`src/rtl/station_scheduler_pkg.sv`:
```
// rtl/station_scheduler_pkg.sv - shared field widths, station field record and one-hot encoder for the station scheduler
package station_scheduler_pkg;

  localparam int NUM_ST_DEF = 4;
  localparam int REG_W      = 3;
  localparam int DADR_W     = 4;
  localparam int DADR_WE    = 3;
  localparam int LOCK_W     = 4;
  localparam int LOCK_V     = 3;

  typedef struct packed {
    logic [REG_W-1:0] a_adr;
    logic [REG_W-1:0] b_adr;
    logic             d_we;
    logic [REG_W-1:0] d_adr;
    logic             lock_v;
    logic [REG_W-1:0] lock_adr;
  } st_fields_t;

  function automatic logic [2:0] onehot_idx(input logic [7:0] v);
    logic [2:0] r;
    r = '0;
    for (int i = 0; i < 8; i++)
      if (v[i]) r = 3'(i);
    return r;
  endfunction

endpackage

```
`src/rtl/sched_age_matrix.sv`:
```
// rtl/sched_age_matrix.sv - per-station age flops updated on dispatch, and oldest-candidate select
module sched_age_matrix #(
  parameter int NUM_ST = 4
) (
  input  logic                     clk,
  input  logic                     a_rst,
  input  logic [NUM_ST-1:0]        feed,
  input  logic [NUM_ST-1:0]        free,
  input  logic [NUM_ST-1:0]        cand,
  output logic [NUM_ST-1:0]        grant,
  output logic [NUM_ST*NUM_ST-1:0] age_flat
);

  // age[i][j] = 1 : station j is older than station i
  logic [NUM_ST-1:0] age [NUM_ST];
  logic [NUM_ST-1:0] oldest;

  always_ff @(posedge clk or posedge a_rst) begin
    if (a_rst) begin
      for (int i = 0; i < NUM_ST; i++) age[i] <= '0;
    end else begin
      for (int i = 0; i < NUM_ST; i++)
        for (int j = 0; j < NUM_ST; j++)
          if (i == j)       age[i][j] <= 1'b0;
          else if (feed[i]) age[i][j] <= ~free[j];
          else if (feed[j]) age[i][j] <= 1'b0;
    end
  end

  // Equal ages (fresh after reset) can leave several "oldest"; lowest index breaks the tie.
  always_comb begin
    oldest = '0;
    grant  = '0;
    for (int i = 0; i < NUM_ST; i++)
      oldest[i] = cand[i] & ~|(cand & age[i]);
    for (int i = NUM_ST - 1; i >= 0; i--)
      if (oldest[i]) begin
        grant    = '0;
        grant[i] = 1'b1;
      end
  end

  for (genvar g = 0; g < NUM_ST; g++) begin : g_flat
    assign age_flat[g*NUM_ST +: NUM_ST] = age[g];
  end

endmodule

```
`src/rtl/station_scheduler.sv`:
```
// rtl/station_scheduler.sv - reservation-station dispatch, hazard-aware oldest-first issue; SCHED_STATS_EN adds issue/hazard counters
module station_scheduler
  import station_scheduler_pkg::*;
#(
  parameter int NUM_ST = NUM_ST_DEF,
  parameter int IDX_W  = $clog2(NUM_ST)
) (
  input  logic                       clk,
  input  logic                       a_rst,
  input  logic                       id_valid,
  output logic                       id_stall,
  output logic [NUM_ST-1:0]          st_feed,
  input  logic [NUM_ST-1:0]          st_free,
  input  logic [NUM_ST-1:0]          st_ready,
  input  logic [NUM_ST*REG_W-1:0]    st_a_adr,
  input  logic [NUM_ST*REG_W-1:0]    st_b_adr,
  input  logic [NUM_ST*DADR_W-1:0]   st_d_adr,
  input  logic [NUM_ST-1:0]          st_ld_mem,
  input  logic [NUM_ST-1:0]          st_lock_loads,
  input  logic [NUM_ST*LOCK_W-1:0]   st_lock_reg_wr,
  output logic [NUM_ST-1:0]          st_ack,
  input  logic                       ex_stall,
  output logic                       iss_valid,
  output logic [IDX_W-1:0]           iss_sel
`ifdef SCHED_STATS_EN
  ,
  output logic [15:0]                stat_issue,
  output logic [15:0]                stat_hazard
`endif
);

  st_fields_t                 fld [NUM_ST];
  logic [NUM_ST-1:0]          lowest_free;
  logic [NUM_ST-1:0]          blocked;
  logic [NUM_ST-1:0]          cand;
  logic [NUM_ST-1:0]          grant;
  logic [NUM_ST*NUM_ST-1:0]   age_flat;

  for (genvar g = 0; g < NUM_ST; g++) begin : g_fld
    assign fld[g].a_adr    = st_a_adr[g*REG_W +: REG_W];
    assign fld[g].b_adr    = st_b_adr[g*REG_W +: REG_W];
    assign fld[g].d_we     = st_d_adr[g*DADR_W + DADR_WE];
    assign fld[g].d_adr    = st_d_adr[g*DADR_W +: REG_W];
    assign fld[g].lock_v   = st_lock_reg_wr[g*LOCK_W + LOCK_V];
    assign fld[g].lock_adr = st_lock_reg_wr[g*LOCK_W +: REG_W];
  end

  always_comb begin
    lowest_free = '0;
    for (int i = NUM_ST - 1; i >= 0; i--)
      if (st_free[i]) begin
        lowest_free    = '0;
        lowest_free[i] = 1'b1;
      end
  end

  assign st_feed  = id_valid ? lowest_free : '0;
  assign id_stall = id_valid & ~|st_free;

  // RAW / WAW against an older station's pending register write, plus load-after-store ordering.
  always_comb begin
    blocked = '0;
    for (int i = 0; i < NUM_ST; i++)
      for (int j = 0; j < NUM_ST; j++)
        if (j != i && age_flat[i*NUM_ST + j] && !st_free[j]) begin
          if (fld[j].lock_v && (fld[j].lock_adr == fld[i].a_adr ||
                                fld[j].lock_adr == fld[i].b_adr))
            blocked[i] = 1'b1;
          if (fld[j].lock_v && fld[i].d_we && fld[i].d_adr == fld[j].lock_adr)
            blocked[i] = 1'b1;
          if (st_ld_mem[i] && st_lock_loads[j])
            blocked[i] = 1'b1;
        end
  end

  assign cand = st_ready & ~blocked;

  sched_age_matrix #(.NUM_ST(NUM_ST)) u_age (
    .clk      (clk),
    .a_rst    (a_rst),
    .feed     (st_feed),
    .free     (st_free),
    .cand     (cand),
    .grant    (grant),
    .age_flat (age_flat)
  );

  assign st_ack = grant & {NUM_ST{~ex_stall}};

  always_ff @(posedge clk or posedge a_rst) begin
    if (a_rst) begin
      iss_valid <= 1'b0;
      iss_sel   <= '0;
    end else begin
      iss_valid <= |st_ack;
      iss_sel   <= IDX_W'(onehot_idx(8'(st_ack)));
    end
  end

`ifdef SCHED_STATS_EN
  always_ff @(posedge clk or posedge a_rst) begin
    if (a_rst) begin
      stat_issue  <= '0;
      stat_hazard <= '0;
    end else begin
      if (|st_ack && stat_issue != 16'hffff)
        stat_issue <= stat_issue + 16'd1;
      if (|st_ready && ~|grant && stat_hazard != 16'hffff)
        stat_hazard <= stat_hazard + 16'd1;
    end
  end
`endif

endmodule

```
`config.mk`:
```
export PLATFORM = sky130hd
export DESIGN_NAME = station_scheduler
export DESIGN_NICKNAME = d
export VERILOG_FILES = /design/src/rtl/station_scheduler_pkg.sv /design/src/rtl/sched_age_matrix.sv /design/src/rtl/station_scheduler.sv
export SDC_FILE = /design/constraint.sdc
export NUM_CORES = 1
export LEC_CHECK = 0
export ABC_AREA = 1
export CORE_ASPECT_RATIO = 1.25
export CORE_MARGIN = 1.5
export CORE_UTILIZATION = 35
export CTS_CLUSTER_DIAMETER = 40
export DETAILED_ROUTE_END_ITERATION = 6
export GPL_TIMING_DRIVEN = 0
export PLACE_DENSITY = 0.66
export SYNTH_ARGS = -nofsm -noshare
export SYNTH_HDL_FRONTEND = slang
export SYNTH_SLANG_ARGS = --single-unit
```
`constraint.sdc`:
```
create_clock -name clk -period 2.1 [get_ports clk]
set_clock_uncertainty 0.2 [all_clocks]
set_input_delay 0.315 -clock clk [delete_from_list [all_inputs] [get_ports clk]]
set_output_delay 0.315 -clock clk [all_outputs]
set_load 0.005 [all_outputs]
```
[After elaboration in Yosys (flattened, before gate mapping)]
Cells that the tools add are included.
Cells by class
  eq/ne operators: 36
  bitwise operators: 17
  muxes and demuxes: 76
  reductions and logical operators: 93
Operators by type and width (number)
  $eq A3 B3 Y1: 36
  $mux W1: 65
  $logic_and A1 B1 Y1: 60
  $mux W4: 9
  $reduce_or A4 Y1: 6
  $and A4 B4 Y4: 5
  $logic_or A1 B1 Y1: 12
  $reduce_bool A2 Y1: 6
  $logic_not A1 Y1: 9
  $and A1 B1 Y1: 5
  $not A1 Y1: 5
  $and A4 B3 Y4: 1
  $mux W2: 2
  $not A4 Y4: 1
Storage, ports and cells
  logic and storage cells: 236
  register bits after elaboration: 15

[Logic depth before layout (Yosys ltp)]
Gate-level depths: netlist of run 1.
  word-level depth: 29
  mapped depth: 18
  gate-level depth less buffers: 17

[By module]
A second synthesis of run 1 with hierarchy kept.
Unflattened totals
  cells, all modules: 498
  area total of the unflattened synthesis: 2727.6 um2
By module, submodules not included
  station_scheduler: times used 1, sequential area each 75.1 um2, area an instance 2127.0 um2, cells an instance 419
  sched_age_matrix: times used 1, sequential area each 300.3 um2, area an instance 600.6 um2, cells an instance 79

[Least setup slack after synthesis of run 1]
No wires, ideal clock.
  path type: input -> output
  start: input port st_lock_reg_wr[9]
  end: output port st_ack[3]
  buffers on the path: 1
  stages on the path: 14
  arrival time: 1491 ps
  path slack: 94 ps
  path through: buf_6 -> inv_4 -> nand2_1 -> nand2_1 -> nor2_1 -> a21boi_2 -> nand2_2 -> a21boi_4 -> nand4_1 -> nand2_1 -> nor2_2 -> nor2_2 -> nand2_2 -> inv_1
Between the ends
  word-level cells in the longest chain between the ends: 22
  elaborated cells between the ends (all ways): 61
  classes of those cells: eq/ne (9); mux (24); bitwise (11); reduce/logical (17)
Ends and longest elaborated chain
  start: declaration: RTL line station_scheduler.sv:20  | input logic [NUM_ST*LOCK_W-1:0] st_lock_reg_wr,
  $eq A3 B3 Y1 (on tied branches): RTL line station_scheduler.sv:66, station_scheduler.sv:67
  $logic_or A1 B1 Y1: RTL line station_scheduler.sv:66  | if (fld[j].lock_v && (fld[j].lock_adr == fld[i].a_adr ||
  $logic_and A1 B1 Y1: RTL line station_scheduler.sv:66
  $mux W1: RTL line station_scheduler.sv:66
  $mux W1: RTL line station_scheduler.sv:69  | if (fld[j].lock_v && fld[i].d_we && fld[i].d_adr == fld[j].lock_adr)
  $mux W1: RTL line station_scheduler.sv:71  | if (st_ld_mem[i] && st_lock_loads[j])
  $mux W1: RTL line station_scheduler.sv:65  | if (j != i && age_flat[i*NUM_ST + j] && !st_free[j]) begin
  $mux W1: RTL line station_scheduler.sv:66
  (+4 left out)
  $and A4 B4 Y4 (*): RTL line station_scheduler.sv:76  | assign cand = st_ready & ~blocked;
  $and A4 B3 Y4: RTL line sched_age_matrix.sv:35  | oldest[i] = cand[i] & ~|(cand & age[i]);
  $reduce_or A4 Y1: RTL line sched_age_matrix.sv:35
  $logic_not A1 Y1: RTL line sched_age_matrix.sv:35
  $and A1 B1 Y1: RTL line sched_age_matrix.sv:35
  $mux W4 (3 in a row): RTL line sched_age_matrix.sv:37  | if (oldest[i]) begin
  $mux W4 (*): RTL line sched_age_matrix.sv:37
  $and A4 B4 Y4 (*): RTL line station_scheduler.sv:88  | assign st_ack = grant & {NUM_ST{~ex_stall}};
  end: declaration: RTL line station_scheduler.sv:21  | output logic [NUM_ST-1:0] st_ack,
Every way passes the cells marked *; elsewhere a longest branch is shown, timed or not.

[Worst setup path in the final report of run 1]
  start: input port st_lock_reg_wr[13]
  end: output port st_ack[3]
Between the ends
  word-level cells in the longest chain between the ends: 18
  elaborated cells between the ends (all ways): 53
  classes of those cells: eq/ne (9); mux (16); bitwise (11); reduce/logical (17)
Ends and longest elaborated chain (RTL line)
  $eq A3 B3 Y1 (on tied branches): station_scheduler.sv:66, station_scheduler.sv:67
  $logic_or A1 B1 Y1: station_scheduler.sv:66
  $logic_and A1 B1 Y1: station_scheduler.sv:66
  $mux W1: station_scheduler.sv:66
  $mux W1: station_scheduler.sv:69
  $mux W1: station_scheduler.sv:71
  $mux W1: station_scheduler.sv:65
  $not A4 Y4 (*): station_scheduler.sv:76
  $and A4 B4 Y4 (*): station_scheduler.sv:76
  $and A4 B3 Y4: sched_age_matrix.sv:35
  $reduce_or A4 Y1: sched_age_matrix.sv:35
  $logic_not A1 Y1: sched_age_matrix.sv:35
  $and A1 B1 Y1: sched_age_matrix.sv:35
  $mux W4 (3 in a row): sched_age_matrix.sv:37
  $mux W4 (*): sched_age_matrix.sv:37
  $and A4 B4 Y4 (*): station_scheduler.sv:88
Marked as above.

==> impl_results.md, run 1 <==
- Outcome: finished with violations
- Failing checks: negative setup slack
- Synth top area share: 0.350
- Final net count: 737
- Gate Count Post-Synth: 564
- Num CTS Buffers: 3
- Cell Rows: 37
- Hold Buf Count CTS: 0
- Critical path arrival: 1.89 ns
- Multi-input gate area: 2330 sq um
- Root buf cell: clkbuf_8
- Psw: 0.630 mW
- Share of cells above drive strength 1: 0.286
- Final Slew Violations: 0
- Min Tclk post-route: 2.41 ns
- Final instance area: 4140 sq um
- Pleak: 2.35 nW
- Internal power: 0.846 mW
- Max_slew headroom: 0.624
- Vias: 3800
- Syn-to-layout area delta: 42.3%
- Gr ovfl total: 0
- Worst-path clk slew: 0.05 ns
- Synth Cell Area: 2910 sq um
- Flip-flop and latch count after synthesis: 15
- Fillers: 852
- Starting Density: 0.357
- CTS sink cnt: 15
- Max_cap viols: 0
- Via density per instance: 5.02
- First-pass GRT wire length: 18.3 mm
- Average wire per cell in the routed design: 14.8 microns
- Crit-path cells: buf_12 -> buf_8 -> xnor2_2 -> nand3_1 -> nand2_1 -> nand2_1 -> nand2_2 -> a21oi_4 -> buf_6 -> nand4_1 -> nand2_2 -> nor2_4 -> nor2_4 -> nand2_2 -> inv_2 -> buf_6
- Worst hold path class: primary input to asynchronous set/reset pin
- Sequential share of the synthesized area: 0.129
- CP required: 1.58 ns
- Synthesized Nets: 640
- Remaining DRCs: 0
- Final Hold Fails: 0
- Final Setup Violations: 4
- Total number of yosys warnings: 0
- Die Width: 84.5 microns
- H-tree depth: 1
- Max VDD drop: 0.000372 V
- Max frequency: 415 MHz
- Ant diodes: 0
- Largest net degree at the start of global routing: 16
- Max FO, Critical Path: 5
- Fin worst setup slack: -0.308 ns
- Worst setup EP type: output pin
- WP buf/inv: 5
- Post-synth top area cell: nand2_1
- Register area: 375 sq um
- CP most frequent cell: nand2_2
- DP HPWL: 8.28 mm
- Gr usage total: 0.256
- Clock buffer depth: 2
- Comb power frac: 0.606
- Clk pwr share: 0.150
- Io pins: 88
- Netlist cell types: 28
- Final WL: 11.2 mm
- CP Launch Type: primary input
- RSZ-0062 raised after global routing: yes
- CTS tree: yes
- Setup_tns: -1.11 ns
- Post-route ant nets: 0
- Slew of the pin with the lowest slew margin: 0.563 ns
- Sw Ratio: 0.427
- Die Ht: 105 microns
- Pwr Total: 1.48 mW
- Total iterations of the first detailed-routing run: 5
- GP Congestion: 0.955
- Port Buffers: 77
- Initial antenna violation count: 0
- Clk Latency, worst-skew pair: 0.24 ns
- Slowest cell on crit path: a21oi_4
- Reg2Reg Setup Slack: 0.18 ns
- DR iter-0 viols: 266
- Synth Area per Inst: 5.16 sq um
- Seq pwr share: 0.244
- Fin crit share: 1.15
- CP peak stage delay: 0.14 ns
- Final core occ: 0.508
- Crit Path Class: primary input to output pin
- Crit path max-delay family: simple AND/OR/NAND/NOR gates
- Number of global-route vias before repair: 3844
- DIE AREA: 8870 sq um
- Core box area: 8150 sq um
- Placement Cell Area: 3800 sq um
- PD cells: 357 nW/um^2
- Dominant cells by area after synthesis: nand2_1 (35%), dfrtp_1 (13%), xnor2_1 (9.9%)
cells in the mapped netlist (all sizes together):
master,n
dfrtp,15
inv,83
xnor2,33
and3,1
clkbuf,1
nor2,55
nor3,3
o21ai,14
buf,12
a21oi,4
xor2,1
nand2,276
nand4,15
a21boi,5
nand3,46
power by group through the flow:
stage / logic [mW] / registers (mW) / clock network, mW
floorplan: 0.457 / 0.354 / 0
CTS: 0.837 / 0.358 / 0.231
global placement: 0.766 / 0.362 / 0
finish: 0.895 / 0.359 / 0.222
detailed placement: 0.776 / 0.363 / 0
global route: 0.986 / 0.363 / 0.243
what timing repair did:
| action | 4_1_cts | 5_1_grt |
|---|---|---|
| setup buffers | 20 | 3 |
| endpoints found under the setup margin | 12 | 11 |
| pin swaps | 50 | 41 |
| cloned | 3 | 0 |
| endpoints found under the hold margin | 0 | 0 |
| gates resized for setup | 273 | 72 |
metal layers:
| metal | vias to the layer above | global-route usage | wire length, microns |
|---|---|---|---|
| met5 | - | 0 | 0 |
| met2 | 146 | 0.460 | 5600 |
| met4 | 0 | 0.136 | 419 |
| met1 | 1711 | 0.298 | 4530 |
| met3 | 32 | 0.0205 | 620 |
| li1 | 1911 | - | - |
flip-flops by register name, summed over array words and instances, names as in the netlist:
name            flops
iss_sel             2
u_age.age_flat     12
iss_valid           1
cells in the final DEF, fill, tap and decap left out, types with 3 or more instances in the layout:
cell type,instances
a21boi_2,3
buf_12,4
buf_2,36
buf_4,9
buf_6,14
buf_8,5
clkbuf_8,3
clkdlybuf4s15_2,6
clkdlybuf4s50_1,15
dfrtp_1,15
dlygate4sd2_1,12
inv_1,46
inv_2,24
inv_4,11
nand2_1,238
nand2_2,37
nand3_1,35
nand3_2,9
nand4_1,15
nor2_1,42
nor2_2,4
nor2_4,9
o21ai_0,11
xnor2_1,32
final timing paths:
check                      cells after the start          startpoint                 to
setup / recovery                              16  st_lock_reg_wr[13]          st_ack[3]
hold / removal                                 2               a_rst         iss_sel[0]
setup reg to reg                              12  u_age.age_flat[11]          iss_valid
hold reg to reg                                2   u_age.age_flat[2]  u_age.age_flat[2]
max in group asynchronous                      2               a_rst  u_age.age_flat[6]
min in group clk                               2          st_free[2]  u_age.age_flat[6]
layout make-up:
| type | instances | area share |
|---|---|---|
| clock buffers | 4 | 0.0109 |
| well taps | 97 | 0.0293 |
| flip-flops and latches | 15 | 0.0907 |
| multi-input cells | 453 | 0.563 |
| repair buffers | 92 | 0.176 |
| inverters | 83 | 0.0868 |
| plain buffers | 13 | 0.0435 |
stage by stage:
step | cells | worst slack [ns] | hold slack (ns)
after CTS | 760 | -0.294 | 0.238
final | 757 | -0.308 | 0.226
after global routing | 757 | -0.385 | 0.291
after floorplan | 564 | 0.0939 | 0.0165
after detailed placement | 738 | -1.11 | 0.332
after global placement | 738 | -1.05 | 0.327
cells by family after synthesis:
family | share of synthesized area
buffers and inverters | 0.154
AO/OA/AOI/OAI | 0.0581
flip-flops | 0.129
XOR/XNOR | 0.102
AND/OR/NAND/NOR | 0.556
Note: power is estimated with default switching activity, not from simulation.
==> run 2, diff against run 1 <==
- GPL_TIMING_DRIVEN: 0 -> not set
- SKIP_LAST_GASP: not set -> 1
==> run 2 against run 1 <==
The run ends with design-rule violations, negative setup slack left. Flip-flop and latch count is the same. Routed wire length is 9.5% higher. Critical endpoint unchanged. Largest cell class unchanged. Combinational power is 31% higher. Clock power rose by 2%. Power is 18% higher. Global-route usage is 1.5 points higher. Count of clock-buffer cells in the layout unchanged. Critical path type unchanged. Fmax is 5.9% lower. Die area unchanged.
==> impl_results.md, run 2 (synthesis results as in run 1) <==
- Vias: 4189 (+10%)
- Final Hold Fails: 0 (unchanged)
- Worst r2r src: u_age.age_flat[3]
- RSZ-0062 raised after global routing: yes
- Io pins: 88 (unchanged)
- Num CTS Buffers: 3 (unchanged)
- Slew of the pin with the lowest slew margin: 0.553 ns (-0.0102 ns)
- Commonest cells after routing, fill and taps aside: nand2_1 (237), buf_4 (76), inv_1 (54), buf_6 (46), nor2_1 (41)
- First-pass GRT wire length: 19.6 mm (+6.9%)
- DR iter-0 viols: 208 (-22%)
- Port Buffers: 87 (+13%)
- Max VDD drop: 0.000463 V (+24%)
- Fillers: 733 (-14%)
- Largest net degree at the start of global routing: 16 (unchanged)
- CTS sink cnt: 15 (unchanged)
- Core box area: 8150 sq um (unchanged)
- Critical path arrival: 2.05 ns (+0.16 ns)
- Worst-path clk slew: 0.06 ns (about the same)
- Most common cell after layout, fill and taps aside: nand2_1
- Remaining DRCs: 1 (+1)
- Reg2Reg Setup Slack: 0.12 ns (-0.06 ns)
- CP endpoint: st_ack[3]
- Non-Filler Instances: 852 (+13%)
- Crit Path Class: primary input to output pin
- Max FFs per register: 12 (unchanged)
- Max FO, Critical Path: 4 (-1)
- Max frequency: 391 MHz (-5.9%)
- Reg-to-reg endpoint: iss_sel[1]
- Starting Density: 0.357 (unchanged)
- Die Width: 84.5 microns (unchanged)
- Worst hold path class: primary input to flip-flop
- Cell Rows: 37 (unchanged)
- Min Tclk post-route: 2.56 ns (+0.152 ns)
- CP required: 1.58 ns (about the same)
- Total iterations of the first detailed-routing run: 7 (+2)
- R2R cell count: 14 (+2)
- Initial antenna violation count: 0 (unchanged)
- Setup_tns: -1.91 ns (-0.796 ns)
- Gr ovfl total: 0 (unchanged)
- Post-route ant nets: 0 (unchanged)
- Launch point of the worst path: st_lock_reg_wr[4]
- Failing checks: design-rule violations, negative setup slack
- Max_slew headroom: 0.631 (+0.00684)
- Final net count: 832 (+13%)
- Cell count after placement: 823 (+12%)
- DIE AREA: 8870 sq um (unchanged)
- Ant diodes: 0 (unchanged)
- H-tree depth: 1 (unchanged)
- Max_cap viols: 0 (unchanged)
- GP Congestion: 1.01 (+6.0%)
- Pleak: 3.01 nW (+28%)
- Multi-input gate area: 2460 sq um (+5.5%)
- Syn-to-layout area delta: 74.3%
- Final Setup Violations: 7 (+3)
- DP HPWL: 9.19 mm (+11%)
- Fin crit share: 1.22 (+0.0723)
- Number of global-route vias before repair: 4204 (+9.4%)
- PD cells: 345 nW/um^2 (-3.2%)
- Worst setup EP type: output pin
- Pwr Total: 1.75 mW (+18%)
- Outcome: finished with violations
- Share of cells above drive strength 1: 0.392 (+0.106)
- CP Launch Type: primary input
- Final Slew Violations: 0 (unchanged)
- CTS tree: yes
- Gr usage total: 0.272 (+0.0154)
- Clock buffer depth: 2 (unchanged)
- Die Ht: 105 microns (unchanged)
- Average wire per cell in the routed design: 14.4 microns (-2.7%)
- Root buf cell: clkbuf_8
- Clk Latency, worst-skew pair: 0.24 ns (about the same)
- Register area: 375 sq um (unchanged)
- Via density per instance: 4.92 (-2.1%)
- Final WL: 12.2 mm (+9.5%)
- Fin worst setup slack: -0.460 ns (-0.152 ns)
[run 2: cell count changes in the layout (fill, tap and decap cells not counted), moves of 13 or more]
cell | previous run | this run
buf_2 | 36 | 14
buf_4 | 9 | 76
buf_6 | 14 | 46
clkbuf_2 | 2 | 28
xnor2_1 | 32 | 19
xnor2_2 | 1 | 14
[run 2: worst max-delay path, stage by stage]
cell     delay, ns
buf_6         0.10
buf_6         0.12
xnor2_1       0.17
nand3_1       0.13
nand3_2       0.10
nand2_1       0.05
nand2_1       0.07
nand2_2       0.08
buf_6         0.13
nand3_4       0.08
buf_6         0.11
nor2_4        0.03
nor2_2        0.10
nand2_1       0.09
nor2_2        0.17
nand2_4       0.07
inv_2         0.05
buf_6         0.08
[run 2: what timing repair did]
item / in CTS / in global routing
pin swaps: 77 / 87
buffers inserted: 37 / 8
cloned: 1 / 0
setup endpoints to repair: 12 / 11
resized for setup: 259 / 146
hold buffers: 0 / 0
[run 2: report_power, final]
| part | internal (mW) | total, mW | switching [mW] |
|---|---|---|---|
| sequential | 0.330 | 0.349 | 0.0187 |
| combinational | 0.578 | 1.17 | 0.596 |
| clock | 0.134 | 0.226 | 0.0920 |
[run 2: worst min path at each step]
stage	from	cells after the start	end
after global placement	u_age.age_flat[4]	3	u_age.age_flat[4]
after global routing	st_free[3]	2	u_age.age_flat[11]
final	st_free[3]	2	u_age.age_flat[11]
after floorplan	a_rst	1	iss_sel[0]
after CTS	a_rst	2	iss_sel[1]
after detailed placement	u_age.age_flat[4]	3	u_age.age_flat[4]
[run 2: metal layers]
| layer | vias up | part of all wire | GRT usage | wire [microns] |
|---|---|---|---|---|
| li1 | 2099 | - | - | - |
| met1 | 1858 | 0.38 | 0.311 | 4710 |
| met2 | 178 | 0.50 | 0.490 | 6100 |
| met3 | 54 | 0.055 | 0.0253 | 677 |
| met4 | 0 | 0.061 | 0.146 | 750 |
| met5 | - | 0 | 0 | 0 |
[run 2: cell type report]
class | instances | share of cell area
multi-input combinational | 453 | 0.485
clock buffer | 4 | 0.00889
inverter | 83 | 0.0719
sequential | 15 | 0.0741
tap | 97 | 0.0240
timing repair buffer | 200 | 0.336
[run 2: stage by stage]
stage               area [sq um]  utilization  hold WS (ns)  setup WS (ns)
finish                      5070        0.622         0.203         -0.460
global route                5070        0.622         0.247         -0.543
CTS                         4910        0.603         0.249         -0.422
detailed placement          4480        0.550         0.356          -1.16
global placement            4480        0.550         0.348          -1.10
floorplan                   2910            -        0.0165         0.0939
